==> config.mk <==
export PLATFORM = sky130hd
export DESIGN_NAME = turn_signal_seq_flat
export DESIGN_NICKNAME = d
export VERILOG_FILES = /design/src/rtl/car_sim_pkg.sv /design/src/rtl/turn_signal_seq_if.sv /design/src/rtl/blink_phase_gen.sv /design/src/rtl/turn_signal_seq.sv /design/src/flat_wrapper.sv
export SDC_FILE = /design/constraint.sdc
export NUM_CORES = 1
export LEC_CHECK = 0
export BUFFER_PORTS_ARGS = -buffer_cell sky130_fd_sc_hd__buf_2
export CAP_MARGIN = 15
export CORE_AREA = 10 10 97 73
export DETAILED_ROUTE_END_ITERATION = 8
export DIE_AREA = 0 0 107 83
export GPL_TIMING_DRIVEN = 0
export PLACE_DENSITY = 0.94
export SLEW_MARGIN = 20
export SYNTH_ARGS = -nofsm -noshare
export SYNTH_HDL_FRONTEND = slang
export SYNTH_SLANG_ARGS = --single-unit
==> constraint.sdc <==
create_clock -name clk -period 7.1 [get_ports clk]
set_input_delay 1.42 -clock clk [delete_from_list [all_inputs] [get_ports clk]]
set_output_delay 1.42 -clock clk [all_outputs]
set_load 0.1 [all_outputs]
==> src/rtl/car_sim_pkg.sv <==
// Shared definitions for the car simulation lamp controllers: mode encoding,
// lamp bit positions and the blink-direction helper used for phase restarts.
package car_sim_pkg;

  localparam logic [2:0] MODE_OFF       = 3'd0;
  localparam logic [2:0] MODE_STEADY    = 3'd1;
  localparam logic [2:0] MODE_LEFT      = 3'd2;
  localparam logic [2:0] MODE_RIGHT     = 3'd3;
  localparam logic [2:0] MODE_HAZARD    = 3'd4;
  localparam logic [2:0] MODE_COMFORT_L = 3'd5;
  localparam logic [2:0] MODE_COMFORT_R = 3'd6;

  localparam int LED_L = 1;
  localparam int LED_R = 0;

  typedef enum logic [2:0] {
    S_OFF       = MODE_OFF,
    S_STEADY    = MODE_STEADY,
    S_LEFT      = MODE_LEFT,
    S_RIGHT     = MODE_RIGHT,
    S_HAZARD    = MODE_HAZARD,
    S_COMFORT_L = MODE_COMFORT_L,
    S_COMFORT_R = MODE_COMFORT_R
  } state_t;

  typedef enum logic [1:0] {
    DIR_NONE,
    DIR_LEFT,
    DIR_RIGHT,
    DIR_BOTH
  } dir_t;

  // Blink states sharing a direction share a phase; a direction change restarts it.
  function automatic dir_t dir_of(state_t s);
    case (s)
      S_LEFT, S_COMFORT_L:  return DIR_LEFT;
      S_RIGHT, S_COMFORT_R: return DIR_RIGHT;
      S_HAZARD:             return DIR_BOTH;
      default:              return DIR_NONE;
    endcase
  endfunction

endpackage

==> src/rtl/turn_signal_seq_if.sv <==
// Lever/switch inputs and lamp/status outputs of the turn signal sequencer.
interface turn_signal_seq_if;
  logic       power;
  logic       left;
  logic       right;
  logic       hazard;
  logic [1:0] led;
  logic [2:0] mode;
  logic       comfort_done;

  modport master (
    output power, left, right, hazard,
    input  led, mode, comfort_done
  );

  modport slave (
    input  power, left, right, hazard,
    output led, mode, comfort_done
  );
endinterface

==> src/rtl/blink_phase_gen.sv <==
// Wrapping blink phase counter; lit/restart look at the phase the next edge
// will load so a registered lamp lines up with the edge that starts a blink.
module blink_phase_gen #(
  parameter int PERIOD_CYC = 10_000_000,
  parameter int ON_CYC     = 5_000_000
) (
  input  logic clk,
  input  logic rst_n,
  input  logic run,
  input  logic restart,
  output logic lit,
  output logic wrap
);
  localparam int PW = (PERIOD_CYC > 1) ? $clog2(PERIOD_CYC) : 1;

  logic [PW-1:0] phase_q;
  logic [PW-1:0] phase_d;

  // wrap flags the last cycle of a period; it reflects the current phase only
  assign wrap = (phase_q == PW'(PERIOD_CYC - 1));

  always_comb begin
    phase_d = '0;
    if (run && !restart && !wrap) phase_d = phase_q + 1'b1;
  end

  assign lit = run && (phase_d < PW'(ON_CYC));

  always_ff @(posedge clk) begin
    if (!rst_n) phase_q <= '0;
    else        phase_q <= phase_d;
  end
endmodule

==> src/rtl/turn_signal_seq.sv <==
// Turn signal sequencer: steady, left/right, hazard and comfort (tap) blink
// modes driving the left/right indicator lamps.
//
// state       | meaning
// S_OFF       | ignition off, lamps dark
// S_STEADY    | running lights
// S_LEFT      | left lever held, left lamp blinks
// S_RIGHT     | right lever held, right lamp blinks
// S_HAZARD    | hazard switch on, both lamps blink in phase
// S_COMFORT_L | left tap released, finishing the fixed flash count
// S_COMFORT_R | right tap released, finishing the fixed flash count
module turn_signal_seq
  import car_sim_pkg::*;
#(
  parameter int PERIOD_CYC      = 10_000_000,
  parameter int ON_CYC          = 5_000_000,
  parameter int TAP_CYC         = 25_000_000,
  parameter int COMFORT_FLASHES = 3,
  parameter int STEADY_ON       = 1
) (
  input logic             clk,
  input logic             rst_n,
  turn_signal_seq_if.slave bus
);
  localparam int   HW         = $clog2(TAP_CYC + 1);
  localparam int   FW         = $clog2(COMFORT_FLASHES + 1);
  localparam logic STEADY_LIT = (STEADY_ON != 0);

  state_t        state_q, state_d;
  logic [HW-1:0] hold_q, hold_d;
  logic [FW-1:0] flash_q, flash_d;
  logic [1:0]    led_q, led_d;
  logic          done_q, done_d;
  logic          run, restart, lit, wrap;
  logic          lever_entry, in_signal;

  blink_phase_gen #(
    .PERIOD_CYC(PERIOD_CYC),
    .ON_CYC    (ON_CYC)
  ) u_phase (
    .clk    (clk),
    .rst_n  (rst_n),
    .run    (run),
    .restart(restart),
    .lit    (lit),
    .wrap   (wrap)
  );

  always_comb begin
    state_d = state_q;
    done_d  = 1'b0;
    if (!bus.power)                 state_d = S_OFF;
    else if (bus.hazard)            state_d = S_HAZARD;
    else if (bus.left && bus.right) state_d = S_STEADY;
    else if (bus.left)              state_d = S_LEFT;
    else if (bus.right)             state_d = S_RIGHT;
    else begin
      case (state_q)
        S_LEFT:  state_d = (hold_q < HW'(TAP_CYC)) ? S_COMFORT_L : S_STEADY;
        S_RIGHT: state_d = (hold_q < HW'(TAP_CYC)) ? S_COMFORT_R : S_STEADY;
        S_COMFORT_L, S_COMFORT_R: begin
          // >= also covers taps long enough to have wrapped past the count
          if (wrap && (flash_q >= FW'(COMFORT_FLASHES - 1))) begin
            state_d = S_STEADY;
            done_d  = 1'b1;
          end
        end
        default: state_d = S_STEADY;
      endcase
    end
  end

  assign run         = (dir_of(state_d) != DIR_NONE);
  assign restart     = run && (dir_of(state_d) != dir_of(state_q));
  assign lever_entry = ((state_d == S_LEFT) || (state_d == S_RIGHT)) && (state_d != state_q);
  assign in_signal   = (dir_of(state_q) == DIR_LEFT) || (dir_of(state_q) == DIR_RIGHT);

  always_comb begin
    hold_d  = hold_q;
    flash_d = flash_q;
    led_d   = 2'b00;
    if (lever_entry) begin
      hold_d  = '0;
      flash_d = '0;
    end else begin
      if ((state_d == state_q) && ((state_q == S_LEFT) || (state_q == S_RIGHT)) &&
          (hold_q != HW'(TAP_CYC)))
        hold_d = hold_q + 1'b1;
      if (in_signal && run && !restart && wrap && (flash_q != FW'(COMFORT_FLASHES)))
        flash_d = flash_q + 1'b1;
    end
    case (state_d)
      S_STEADY:              led_d = {STEADY_LIT, STEADY_LIT};
      S_LEFT, S_COMFORT_L:   led_d[LED_L] = lit;
      S_RIGHT, S_COMFORT_R:  led_d[LED_R] = lit;
      S_HAZARD:              led_d = {lit, lit};
      default:               led_d = 2'b00;
    endcase
  end

  always_ff @(posedge clk) begin
    if (!rst_n) begin
      state_q <= S_OFF;
      hold_q  <= '0;
      flash_q <= '0;
      led_q   <= 2'b00;
      done_q  <= 1'b0;
    end else begin
      state_q <= state_d;
      hold_q  <= hold_d;
      flash_q <= flash_d;
      led_q   <= led_d;
      done_q  <= done_d;
    end
  end

  assign bus.led          = led_q;
  assign bus.mode         = state_q;
  assign bus.comfort_done = done_q;
endmodule

==> src/flat_wrapper.sv <==
// flat-port wrapper written by rule: the top's interface ports become plain ports
module turn_signal_seq_flat import car_sim_pkg::*;
#(
  parameter int PERIOD_CYC      = 10_000_000,
  parameter int ON_CYC          = 5_000_000,
  parameter int TAP_CYC         = 25_000_000,
  parameter int COMFORT_FLASHES = 3,
  parameter int STEADY_ON       = 1
)
  (clk, rst_n, bus_power, bus_left, bus_right, bus_hazard, bus_led, bus_mode, bus_comfort_done);
  turn_signal_seq_if bus_i ();
  input logic clk;
  input logic rst_n;
  input wire logic [$bits(bus_i.power)-1:0] bus_power;
  input wire logic [$bits(bus_i.left)-1:0] bus_left;
  input wire logic [$bits(bus_i.right)-1:0] bus_right;
  input wire logic [$bits(bus_i.hazard)-1:0] bus_hazard;
  output wire logic [$bits(bus_i.led)-1:0] bus_led;
  output wire logic [$bits(bus_i.mode)-1:0] bus_mode;
  output wire logic [$bits(bus_i.comfort_done)-1:0] bus_comfort_done;
  assign bus_i.power = bus_power;
  assign bus_i.left = bus_left;
  assign bus_i.right = bus_right;
  assign bus_i.hazard = bus_hazard;
  assign bus_led = bus_i.led;
  assign bus_mode = bus_i.mode;
  assign bus_comfort_done = bus_i.comfort_done;
  turn_signal_seq #(.PERIOD_CYC(PERIOD_CYC), .ON_CYC(ON_CYC), .TAP_CYC(TAP_CYC), .COMFORT_FLASHES(COMFORT_FLASHES), .STEADY_ON(STEADY_ON)) u_core (.clk(clk), .rst_n(rst_n), .bus(bus_i));
endmodule
# --- After elaboration in Yosys (flattened, before gate mapping) ---
# Cells that the tools add are included.
classes:
  n_reduce_logical: 28
  n_mux: 15
  bitwise: 3
  add_sub_neg: 3
  order_cmp: 3
  eq_ne: 19
op_table:
  columns: ["operator", "n"]
  rows:
  - ["25-bit by 1-bit adder with 25-bit output (second input constant)", 1]
  - ["25-bit < comparator (second input constant)", 1]
  - ["25-bit != test (second input constant)", 1]
  - ["24-bit by 1-bit adder with 24-bit output (second input constant)", 1]
  - ["24-bit equality test (second input constant)", 1]
  - ["24-bit by 23-bit < comparator with 1-bit output (second input constant)", 1]
  - ["24-bit two-way mux", 1]
  - ["3-bit two-way mux", 8]
  - ["3-bit equality test (second input constant)", 6]
  - ["1-bit logical AND", 13]
  - ["3-bit by 2-bit equality test with 1-bit output (second input constant)", 4]
  - ["2-bit one-hot mux with 3 select lines", 2]
  - ["2-bit OR reduction", 6]
  - ["3-bit one-hot mux with 3 select lines", 1]
  - ["7-bit OR reduction", 1]
  - ["3-bit OR reduction", 2]
  - ["1-bit one-hot mux with 2 select lines", 2]
  - ["3-bit by 1-bit equality test with 1-bit output (second input constant)", 1]
  - ["3-bit equality test", 1]
  - ["1-bit logical OR", 3]
  - ["3-bit != test", 1]
  - ["1-bit NOT", 3]
  - ["2-bit by 1-bit adder with 2-bit output (second input constant)", 1]
  - ["2-bit by 1-bit equality test with 1-bit output (second input constant)", 1]
  - ["other kinds (7)", 8]
word_totals:
  inputBits: 6
  elab_cells: 77
  reg_bits: 57

# --- Depth between registers and ports, before layout ---
# Gate-level depths: netlist (run 1).
logic_depth:
  depth_word: 21
  depth_mapped: 11

# --- Hierarchy ---
# From an unflattened synthesis (run 1), not the netlist that was laid out.
hier_totals:
  hier_cells: 433
  hier_area_um2: 3562.2
modules_own_cells:
  columns: ["mod", "instances", "area_per_inst_um2", "seq_area_each_um2", "cells_each"]
  rows:
  - ["turn_signal_seq", 1, 2090.8, 660.6, 254]
  - ["blink_phase_gen", 1, 1471.4, 480.5, 179]

# --- Worst setup path before layout (run 1) ---
# No wires, ideal clock.
synth_timing:
  kind: "input to register"
  start: "input port bus_right"
  end: "register u_core.u_phase.phase_q[14]"
  path_slack_ns: 3.715
  stages: 10
  t_arrival_ns: 3.267
  path_buffers: 3
  setup_time_ns: 0.118
  required_time_ns: 6.982
  path_cell_list: "clkbuf_1 -> nor2_1 -> and3_1 -> o21a_1 -> or2_2 -> buf_2 -> o311ai_4 -> a21o_1 -> buf_4 -> nor2_1"
synth_between:
  elab_chain_len: 14
  elab_cells_between_ends: 21
  classes_between: "eq/ne (6); mux (7); reduce/logical (8)"
synth_lines:
  columns: ["element", "line_no", "rtl"]
  rows:
  - ["from (decl)", "flat_wrapper.sv:16", "input wire logic [$bits(bus_i.right)-1:0] bus_right;"]
  - ["3-bit two-way mux", "turn_signal_seq.sv:56", "else if (bus.right) state_d = S_RIGHT;"]
  - ["3-bit two-way mux", "turn_signal_seq.sv:55", "else if (bus.left) state_d = S_LEFT;"]
  - ["3-bit two-way mux *", "turn_signal_seq.sv:54", "else if (bus.left && bus.right) state_d = S_STEADY;"]
  - ["3-bit two-way mux *", "turn_signal_seq.sv:53", "else if (bus.hazard) state_d = S_HAZARD;"]
  - ["3-bit two-way mux *", "turn_signal_seq.sv:52", "if (!bus.power) state_d = S_OFF;"]
  - ["3-bit equality test or 3-bit by 2-bit equality test with 1-bit output (tied branches)", "car_sim_pkg.sv:35", "case (s)"]
  - ["2-bit OR reduction", null, null]
  - ["2-bit one-hot mux with 3 select lines *", "car_sim_pkg.sv:35", null]
  - ["2-bit != test or 2-bit nonzero test (tied branches)", "turn_signal_seq.sv:74, turn_signal_seq.sv:73", null]
  - ["1-bit logical AND", "turn_signal_seq.sv:74", "assign restart = run && (dir_of(state_d) != dir_of(state_q));"]
  - ["1-bit logical NOT", "blink_phase_gen.sv:24", "if (run && !restart && !wrap) phase_d = phase_q + 1'b1;"]
  - ["1-bit logical AND * (2 in a row)", "blink_phase_gen.sv:24", null]
  - ["24-bit two-way mux *", "blink_phase_gen.sv:24", null]
  - ["to (signal assigned)", "blink_phase_gen.sv:31", "else phase_q <= phase_d;"]
  - ["to (decl)", "blink_phase_gen.sv:16", "logic [PW-1:0] phase_q;"]
# Every way passes the cells marked *; elsewhere a longest branch is shown, timed or not.
# A chain may end at the register's enable or synchronous reset.

# --- Worst setup path in the final report (run 1) ---
layout_timing:
  start: "input port bus_right"
  end: "register u_core.hold_q[24]"
layout_between:
  elab_chain_len: 9
  elab_cells_between_ends: 15
  classes_between: "eq/ne (4); mux (5); reduce/logical (6)"
layout_lines:
  columns: ["element", "line_no", "rtl"]
  rows:
  - ["3-bit two-way mux", "turn_signal_seq.sv:56", null]
  - ["3-bit two-way mux", "turn_signal_seq.sv:55", null]
  - ["3-bit two-way mux *", "turn_signal_seq.sv:54", null]
  - ["3-bit two-way mux *", "turn_signal_seq.sv:53", null]
  - ["3-bit two-way mux *", "turn_signal_seq.sv:52", null]
  - ["3-bit by 2-bit equality test with 1-bit output", "turn_signal_seq.sv:75", "assign lever_entry = ((state_d == S_LEFT) || (state_d == S_RIGHT)) && (state_d != state_q);"]
  - ["1-bit logical OR", "turn_signal_seq.sv:75", null]
  - ["1-bit logical AND", "turn_signal_seq.sv:75", null]
  - ["2-bit OR reduction (no line)", null, null]
  - ["to (signal assigned)", "turn_signal_seq.sv:110", "hold_q <= hold_d;"]
  - ["to (decl)", "turn_signal_seq.sv:30", "logic [HW-1:0] hold_q, hold_d;"]
# Marked as above.

==> results_dict.tcl, run 1 <==
set metrics [dict create \
    cts_buffer_depth 2 \
    use_met1_pct 25.4 \
    yosysSeqAreaShare_pct 33.4 \
    crit_fanout 10 \
    hpwlAfterDp_mm 5.95 \
    grtUsageMet2_pct 28.9 \
    htreeDepth 3 \
    initial_core_util_pct 66.1 \
    whs_ns 0.502 \
    worstHoldPathCells 2 \
    rsz0062_at_grt "false" \
    grt_overflow_total 0 \
    cts_made_buffers 9 \
    reg2regPathDepth 10 \
    wl_per_cell_um 16.7 \
    final_nets 461 \
    synthFlopType "dfxtp_1" \
    endpoint_kind "flip-flop" \
    synth.top_cell.area_share_pct 33.4 \
    drv_slew 0 \
    synth_area_leader_cell "dfxtp_1" \
    hold_viol 0 \
    die_x_um 107 \
    clkLatencyLatePin_ns 0.34 \
    netlist_area_mm2 0.00342 \
    numClockSinks 57 \
    r2r_end "u_core.bus.led[0]$_SDFF_PN0_" \
    fin_skew_ns 0.0102 \
    synth_edf_count 0 \
    gp_congestion 0.924 \
    drt-total-wl_mm 8.76 \
    syn2layout_area_growth_pct 9.51 \
    hold_path_end "u_core.hold_q[22]$_SDFFE_PP0P_" \
    synth_area_leaders "dfxtp_1 (33%), nor2_1 (6.0%), xor2_1 (5.6%)" \
    viasPerCell 6.48 \
    drtIter0Drc 424 \
    grt_pass1_vias 3186 \
    crit_required_ns 7.31 \
    drc 0 \
    hold_path.startpoint "u_core.hold_q[22]$_SDFFE_PP0P_" \
    cts_tree "yes" \
    async_reset_ff_share_pct 0 \
    syn_avg_cell_area_um2 7.93 \
    grt_usage_pct 19.3 \
    postCtsHoldBufs 0 \
    portBuffers 8 \
    cts-root-buf "clkbuf_8" \
    grt-busiest-layer "met2" \
    post-route-period-util_pct 49.8 \
    post_cts_resized 0 \
    ys_ff_latch 57 \
    p_per_area_mw_per_mm2 180 \
    peakVddDrop_uv 125 \
    rows 22 \
    clock.fmax_mhz 283 \
    n_fill_cell 392 \
    drt_pass1_iterations 5 \
    arrival_ns 3.74 \
    syn_nets 442 \
    min-delay-path-class "flip-flop to flip-flop" \
    synth_warnings 0 \
    synth_most_common_cell "dfxtp_1" \
    vias 3411 \
    setup_violations 0 \
    reg2reg_slack_ns 3.63 \
    io_pins 12 \
    worstReg2RegStart "u_core.u_phase.phase_q[0]$_SDFF_PN0_" \
    drive_gt1_share_pct 9.03 \
    start_kind "primary input" \
    ant_nets 0 \
    maxSlewHeadroom_pct 48.4 \
    cap_viol_max_count 0 \
    synth_common_cells "dfxtp_1 (57), nor2_1 (55), nand2_1 (36)" \
    period_needed_ns 3.53 \
    grt_max_degree 11 \
    core_mm2 0.00517 \
    ys_types 60 \
    grt_antenna_before_repair 0 \
    clk_pin_slew_ns 0.06 \
    leakage_uw 0.00125 \
    n_antenna_cell 0 \
    dieArea_mm2 0.00888 \
    critPathKind "primary input to flip-flop" \
    die_h_um 83 \
    syn_inst 431 \
    grt_pass1_wl_mm 14.7 \
    status "completed" \
    post-cts-setup-buffer-count 0 \
    gr-usage-met3_pct 6.10 \
    tns_ns 0 \
    worst_pin_slew_ns 0.768 \
]
-- cell families after synthesis --
kind of cell               after synthesis  share of synthesized area, %
AOI/OAI and AO/OA                       77                          15.4
xor gates and xnor gates                36                          9.22
adders and majority gates                5                          1.83
buffers and inverters                   37                          4.43
DFF                                     57                          33.4
muxes                                    3                         0.915
and+or+nand+nor                        216                          34.8
-- per-layer routing --
metal  share of wire [%]  vias to the layer above
li1                    -                     1599
met1                  45                     1604
met2                  44                      191
met3                 9.7                       17
met4                 1.2                        0
met5                   0                        -
-- report_power, final --
group	leakage (uW)	internal (uW)	switching, uW	total, uW
clock	0.000102	178	129	307
sequential	0.000460	321	0.590	322
combinational	0.000684	9.63	33.8	43.4
total	0.00125	509	163	672
-- critical path, stage by stage --
cell and delay (ns):
clkbuf_1 0.30, nor2_1 0.14, and3_1 0.20, o21a_1 0.17, nor4_4 0.45, nand4_2 0.30, clkbuf_1 0.35, o31ai_1 0.30
a21oi_1 0.09
-- worst max path at each step --
stage,start,end,depth (start not counted)
after floorplan,bus_right,u_core.u_phase.phase_q[14]$_SDFF_PN0_,10
after global placement,bus_right,u_core.hold_q[24]$_SDFFE_PP0P_,9
after detailed placement,bus_right,u_core.hold_q[24]$_SDFFE_PP0P_,9
after CTS,bus_right,u_core.hold_q[24]$_SDFFE_PP0P_,9
after global routing,bus_right,u_core.hold_q[24]$_SDFFE_PP0P_,9
final,bus_right,u_core.hold_q[24]$_SDFFE_PP0P_,9
-- metrics by stage --
stage          std cells  power [uW]  worst slack (ns)  util, %  instance area (um^2)
2_1_floorplan        431         362              3.72        -                  3420
3_3_place_gp         511         371              3.34     68.6                  3550
3_5_place_dp         511         371              3.29     68.6                  3550
4_1_cts              526         672              3.63     72.4                  3740
5_1_grt              526         691              3.40     72.4                  3740
6_report             526         672              3.57     72.4                  3740
-- cell usage in the layout (no fill, tap or decap), types with 10 or more instances in the layout --
cell type | synthesis | routed
dfxtp_1 | 57 | 57
nor2_1 | 55 | 55
nand2_1 | 36 | 36
nand3_1 | 24 | 24
xor2_1 | 22 | 22
o21ai_0 | 20 | 20
clkbuf_1 | 17 | 18
a21oi_1 | 16 | 16
xnor2_1 | 14 | 14
nand4_1 | 14 | 14
inv_1 | 13 | 13
and3_1 | 12 | 12
buf_2 | 4 | 12
clkbuf_8 | 0 | 11
nor3_1 | 10 | 10
nor4_1 | 10 | 10
-- layout make-up --
cell class                      count  area, um^2  share of cell area (%)
Inverter                           13        48.8                    1.30
Buffer                             24         103                    2.74
Timing Repair Buffer                8        40.0                    1.07
Tap cell                           72        90.1                    2.41
Clock buffer                       12         155                    4.14
Multi-Input combinational cell    337        2130                    56.8
Sequential cell                    57        1140                    30.5
Clock inverter                      3        40.0                    1.07
-- state kept, by name, summed over array words and instances, names as in the netlist --
register	flops
u_core.bus.led	2
u_core.hold_q	25
u_core.flash_q	2
u_core.u_phase.phase_q	24
u_core.bus.mode	3
u_core.bus.comfort_done	1
Note: power is estimated with default switching activity, not from simulation.
==> inputs of run 2 (changes only) <==
--- a/config.mk
+++ b/config.mk
@@ -7,11 +7,11 @@
 export LEC_CHECK = 0
 export BUFFER_PORTS_ARGS = -buffer_cell sky130_fd_sc_hd__buf_2
 export CAP_MARGIN = 15
-export CORE_AREA = 10 10 97 73
+export CORE_AREA = 10 10 105 79
 export DETAILED_ROUTE_END_ITERATION = 8
-export DIE_AREA = 0 0 107 83
+export DIE_AREA = 0 0 115 89
 export GPL_TIMING_DRIVEN = 0
-export PLACE_DENSITY = 0.94
+export PLACE_DENSITY = 0.84
 export SLEW_MARGIN = 20
 export SYNTH_ARGS = -nofsm -noshare
 export SYNTH_HDL_FRONTEND = slang
==> constraint.sdc (replaced) <==
create_clock -name clk -period 3.19 [get_ports clk]
set_input_delay 0.638 -clock clk [delete_from_list [all_inputs] [get_ports clk]]
set_output_delay 0.638 -clock clk [all_outputs]
set_load 0.1 [all_outputs]
==> run 2 against run 1 <==
  * First-iteration DRC count grew 0.24%
  * Via count shrank 3.2%
  * Register-to-register slack lost 3.5 ns
  * Die area grew 15%
  * Final area grew 3.9%
  * Core utilization shrank 12 points
  * Sequential power grew 120%
  * Hold slack lost 0.0052 ns
  * Final cell count grew 2.3%
  * Largest cell class unchanged
==> results_dict.tcl, run 2 (synthesized netlist as in run 1, its figures left out) <==
set metrics [dict create \
    status "completed" \
    cap_viol_max_count 0 \
    design_area_mm2 0.00389 \
    post-route-period-util_pct 96.6 \
    fin_skew_ns 0.0120 \
    leakage_uw 0.00130 \
    clock.fmax_mhz 324 \
    period_needed_ns 3.08 \
    critPathKind "flip-flop to flip-flop" \
    drtIter0Drc 425 \
    io_pins 12 \
    cts_tree "yes" \
    core_mm2 0.00644 \
    clkLatencyLatePin_ns 0.34 \
    use_met1_pct 22.4 \
    drc 0 \
    crit_fanout 10 \
    arrival_ns 3.31 \
    cpMostUsedCell "buf_2" \
    grt_antenna_before_repair 0 \
    slowest_delay_ns 0.57 \
    drt-total-wl_mm 8.24 \
    cpLargestDelayFamily "simple AND/OR/NAND/NOR gates" \
    numClockSinks 57 \
    setup_violations 0 \
    start_kind "flip-flop" \
    initial_core_util_pct 53.1 \
    worst_pin_slew_ns 0.624 \
    hold_viol 0 \
    final_cell_mix "dfxtp_1 (57), nor2_1 (54), nand2_1 (35)" \
    die_h_um 89 \
    largest_reg_flops 25 \
    cts-root-buf "clkbuf_8" \
    crit_required_ns 3.42 \
    rows 25 \
    fin_util_pct 60.4 \
    htreeDepth 3 \
    cts_made_buffers 9 \
    ant_nets 0 \
    gr-usage-met3_pct 4.29 \
    slowest_stage "or4b_4" \
    postCtsHoldBufs 0 \
    dieArea_mm2 0.0102 \
    grt_usage_pct 16.4 \
    clk_pin_slew_ns 0.06 \
    grt-busiest-layer "met2" \
    gp_congestion 0.936 \
    syn2layout_area_growth_pct 13.8 \
    vias 3303 \
    drt_pass1_iterations 5 \
    crit_chain "buf_2 > or4b_4 > nor4_4 > nand4b_1 > nor2b_4 > or2_2 > buf_2 > o311ai_4 > a21o_4 > buf_4 > nor2_1" \
    peakVddDrop_uv 152 \
    grt_pass1_wl_mm 14.0 \
    grt_max_degree 11 \
    dpl_cell_area_mm2 0.00356 \
    grtUsageMet2_pct 24.1 \
    min-delay-path-class "flip-flop to flip-flop" \
    totalPowerFinal_uw 1650 \
    cts_buffer_depth 2 \
    final_nets 463 \
    maxSlewHeadroom_pct 58.0 \
    drv_slew 0 \
    grt_pass1_vias 2945 \
    grt_overflow_total 0 \
    viasPerCell 6.14 \
    rsz0062_at_grt "true" \
    n_antenna_cell 0 \
    p_per_area_mw_per_mm2 424 \
    hpwlAfterDp_mm 5.70 \
    portBuffers 8 \
    die_x_um 115 \
    layout_commonest_cell "dfxtp_1" \
    drive_gt1_share_pct 11.6 \
    crit_buf_inv 3 \
    endpoint_kind "flip-flop" \
    regMostFlops "u_core.hold_q" \
    wl_per_cell_um 15.3 \
]
[run 2: worst paths after layout]
| kind | start | to | slack (ns) | cells past startpoint |
|---|---|---|---|---|
| min reg2reg | u_core.hold_q[16]$_SDFFE_PP0P_ | u_core.hold_q[16]$_SDFFE_PP0P_ | 0.50 | 2 |
| max | u_core.u_phase.phase_q[16]$_SDFF_PN0_ | u_core.u_phase.phase_q[2]$_SDFF_PN0_ | 0.11 | 11 |
| min | u_core.hold_q[16]$_SDFFE_PP0P_ | u_core.hold_q[16]$_SDFFE_PP0P_ | 0.50 | 2 |
| max reg2reg | u_core.u_phase.phase_q[16]$_SDFF_PN0_ | u_core.u_phase.phase_q[2]$_SDFF_PN0_ | 0.11 | 11 |
[run 2: routing by layer]
metal  vias up  routed length (um)
li1       1608                   -
met1      1529                3910
met2       140                3500
met3        26                 620
met4         0                 204
met5         -                   0
[run 2: what timing repair did]
action / CTS / global route
cloned: 0 / 0
setup endpoints to repair: 2 / 46
pin swaps: 0 / 4
buffers inserted: 0 / 2
resized for setup: 1 / 13
[run 2: layout make-up]
class | instances | area, um^2
buffer | 24 | 108
clock buffer | 11 | 141
clock inverter | 5 | 103
fill | 537 | 2550
inverter | 13 | 48.8
multi-input combinational | 337 | 2190
sequential | 57 | 1140
tap | 81 | 101
timing repair buffer | 10 | 55.1
[run 2: stage by stage]
| stage | setup slack, ns | hold WS, ns | setup TNS [ns] | instances |
|---|---|---|---|---|
| after floorplan | 0.179 | 0.452 | 0 | 431 |
| after detailed placement | 0.0115 | 0.486 | 0 | 520 |
| after global routing | -0.00404 | 0.523 | -0.00404 | 538 |
| final | 0.108 | 0.496 | 0 | 538 |
| after global placement | 0.0731 | 0.473 | 0 | 520 |
| after CTS | 0.0462 | 0.504 | 0 | 536 |
[run 2: worst min-delay path, cell delays in order (launching register included)]
cell and delay, ns:
dfxtp_1 0.33, o21ai_0 0.07, a21oi_1 0.05
[run 2: where the power goes]
| group | leakage (uW) | switching (uW) | total, uW | internal, uW |
|---|---|---|---|---|
| Sequential | 0.000460 | 1.38 | 717 | 715 |
| Combinational | 0.000720 | 75.9 | 98.2 | 22.3 |
| Clock | 0.000120 | 297 | 835 | 539 |
| Total | 0.00130 | 374 | 1650 | 1280 |
==> inputs of run 3 (changes only) <==
--- a/config.mk
+++ b/config.mk
@@ -5,13 +5,14 @@
 export SDC_FILE = /design/constraint.sdc
 export NUM_CORES = 1
 export LEC_CHECK = 0
+export ABC_AREA = 1
 export BUFFER_PORTS_ARGS = -buffer_cell sky130_fd_sc_hd__buf_2
 export CAP_MARGIN = 15
 export CORE_AREA = 10 10 105 79
 export DETAILED_ROUTE_END_ITERATION = 8
 export DIE_AREA = 0 0 115 89
 export GPL_TIMING_DRIVEN = 0
-export PLACE_DENSITY = 0.84
+export PLACE_DENSITY = 0.85
 export SLEW_MARGIN = 20
 export SYNTH_ARGS = -nofsm -noshare
 export SYNTH_HDL_FRONTEND = slang
==> run 3 against run 2 <==
  * Combinational power increased by 27%
  * Final cell count increased by 17%
  * Routed wire length increased by 10%
  * Via count increased by 5.4%
  * First-iteration DRC count increased by 3.1%
  * Critical path type unchanged
==> results_dict.tcl, run 3 <==
set metrics [dict create \
    grt_pass1_vias 3062 \
    tns_ns 0 \
    synth_common_cells "nand2_1 (106), nor2_1 (83), inv_1 (64)" \
    gp_congestion 0.980 \
    worst_pin_slew_ns 0.611 \
    die_h_um 89 \
    drtIter0Drc 438 \
    start_kind "flip-flop" \
    cts_buffer_depth 2 \
    crit_fanout 5 \
    grt_pass1_wl_mm 14.6 \
    slowest_stage "dfxtp_1" \
    grt_max_degree 11 \
    syn_avg_cell_area_um2 6.65 \
    vias 3483 \
    period_needed_ns 2.90 \
    fin_skew_ns 0.0124 \
    numClockSinks 57 \
    yosysSeqAreaShare_pct 33.1 \
    cts-root-buf "clkbuf_8" \
    io_pins 12 \
    design_area_mm2 0.00390 \
    synth_area_leaders "dfxtp_1 (33%), nand2_1 (12%), nor2_1 (9.0%)" \
    drt_pass1_iterations 5 \
    clkLatencyLatePin_ns 0.35 \
    synth_most_common_cell "nand2_1" \
    endpoint_kind "flip-flop" \
    ant_nets 0 \
    grt_overflow_total 0 \
    drc 0 \
    grt_antenna_before_repair 0 \
    core_mm2 0.00644 \
    initial_core_util_pct 53.6 \
    synth_warnings 0 \
    crit_buf_inv 2 \
    largest_reg_flops 25 \
    final_cell_mix "nand2_1 (106), nor2_1 (79), inv_1 (64)" \
    crit_required_ns 3.41 \
    p_per_area_mw_per_mm2 432 \
    post-route-period-util_pct 91.0 \
    dpl_cell_area_mm2 0.00361 \
    portBuffers 11 \
    n_fill_cell 595 \
    cpLargestDelayFamily "simple AND/OR/NAND/NOR gates" \
    htreeDepth 3 \
    slowest_delay_ns 0.37 \
    status "completed" \
    dieArea_mm2 0.0102 \
    syn2layout_area_growth_pct 13.0 \
    setup_violations 0 \
    cap_viol_max_count 0 \
    peakVddDrop_uv 326 \
    synth.top_cell.area_share_pct 33.1 \
    synth_edf_count 0 \
    totalPowerFinal_uw 1680 \
    ys_types 42 \
    rows 25 \
    critPathKind "flip-flop to flip-flop" \
    drt-total-wl_mm 9.09 \
    cts_tree "yes" \
    hold_viol 0 \
    synth_area_leader_cell "dfxtp_1" \
    netlist_area_mm2 0.00345 \
    synthFlopType "dfxtp_1" \
    drv_slew 0 \
    clock.fmax_mhz 345 \
    clk_pin_slew_ns 0.07 \
    syn_nets 530 \
    async_reset_ff_share_pct 0 \
    cts_made_buffers 9 \
    regMostFlops "u_core.hold_q" \
    maxSlewHeadroom_pct 58.9 \
    n_antenna_cell 0 \
    final_nets 554 \
    wl_per_cell_um 14.4 \
    syn_inst 519 \
    layout_commonest_cell "nand2_1" \
    viasPerCell 5.54 \
    drive_gt1_share_pct 14.2 \
    hpwlAfterDp_mm 6.93 \
    leakage_uw 0.00145 \
    die_x_um 115 \
    arrival_ns 3.12 \
    fin_util_pct 60.5 \
    crit_chain "inv_1 > nor3_1 > nand2_1 > nor2_2 > inv_1 > nor2_2 > nand4_1 > xor2_1 > nand2_1 > nor3_2 > nand4_1 > nor2_2 > nand3_1 > nand4_1 > a21oi_1" \
    ys_ff_latch 57 \
    min-delay-path-class "flip-flop to flip-flop" \
    rsz0062_at_grt "false" \
    grt_usage_pct 18.0 \
]
-- run 3: path summary, 6_finish.rpt --
kind	startpoint	end	slack, ns	cells past startpoint
max	u_core.u_phase.phase_q[6]$_SDFF_PN0_	u_core.bus.led[0]$_SDFF_PN0_	0.29	15
min	u_core.u_phase.phase_q[0]$_SDFF_PN0_	u_core.u_phase.phase_q[0]$_SDFF_PN0_	0.46	1
max reg2reg	u_core.u_phase.phase_q[6]$_SDFF_PN0_	u_core.bus.led[0]$_SDFF_PN0_	0.29	15
min reg2reg	u_core.u_phase.phase_q[0]$_SDFF_PN0_	u_core.u_phase.phase_q[0]$_SDFF_PN0_	0.46	1
-- run 3: per-stage QoR --
step                setup slack [ns]  hold slack [ns]  instances
CTS                            0.207            0.472        627
detailed placement             0.279            0.461        611
global route                  0.0232            0.487        629
floorplan                      0.215            0.418        519
global placement               0.281            0.429        611
finish                         0.288            0.463        629
-- run 3: power breakdown --
group	total, uW	leakage (uW)	internal (uW)	switching [uW]
Sequential	719	0.000460	716	3.21
Clock	839	0.000120	539	300
Combinational	125	0.000874	32.9	92.3
Total	1680	0.00145	1290	396
-- run 3: logic make-up (layout without fill, tap and decap cells) --
family	after synthesis	in the layout	share of synthesized area, %
flip-flops	57	57	33.1
adder cells (fa/ha/maj)	5	5	1.81
AND/OR/NAND/NOR	309	309	42.6
XOR/XNOR	19	19	4.82
buffers and inverters	84	113	9.68
AO/OA/AOI/OAI	45	45	8.01
-- run 3: timing repair --
item | 4_1_cts | 5_1_grt
endpoints found under the hold margin | 0 | 0
buffers inserted | 0 | 2
hold buffers | 0 | 0
resized for setup | 0 | 8
setup endpoints to repair | 0 | 2
-- run 3: cell type report --
class	instances	area, um^2	share of cell area [%]
Multi-Input combinational cell	378	2010	51.5
Sequential cell	57	1140	29.2
Inverter	77	289	7.41
Clock buffer	11	141	3.62
Clock inverter	5	103	2.63
Tap cell	81	101	2.60
Timing Repair Buffer	13	70.1	1.80
Buffer	7	45.0	1.15
-- run 3: routing by layer --
layer	part of all wire (%)	up-vias	wire, um	global-route usage [%]
met5	0	-	0	0
met4	1.5	0	137	7.17
met3	9.1	12	826	4.63
met2	40	149	3650	24.8
met1	49	1583	4470	25.8
li1	-	1739	-	-
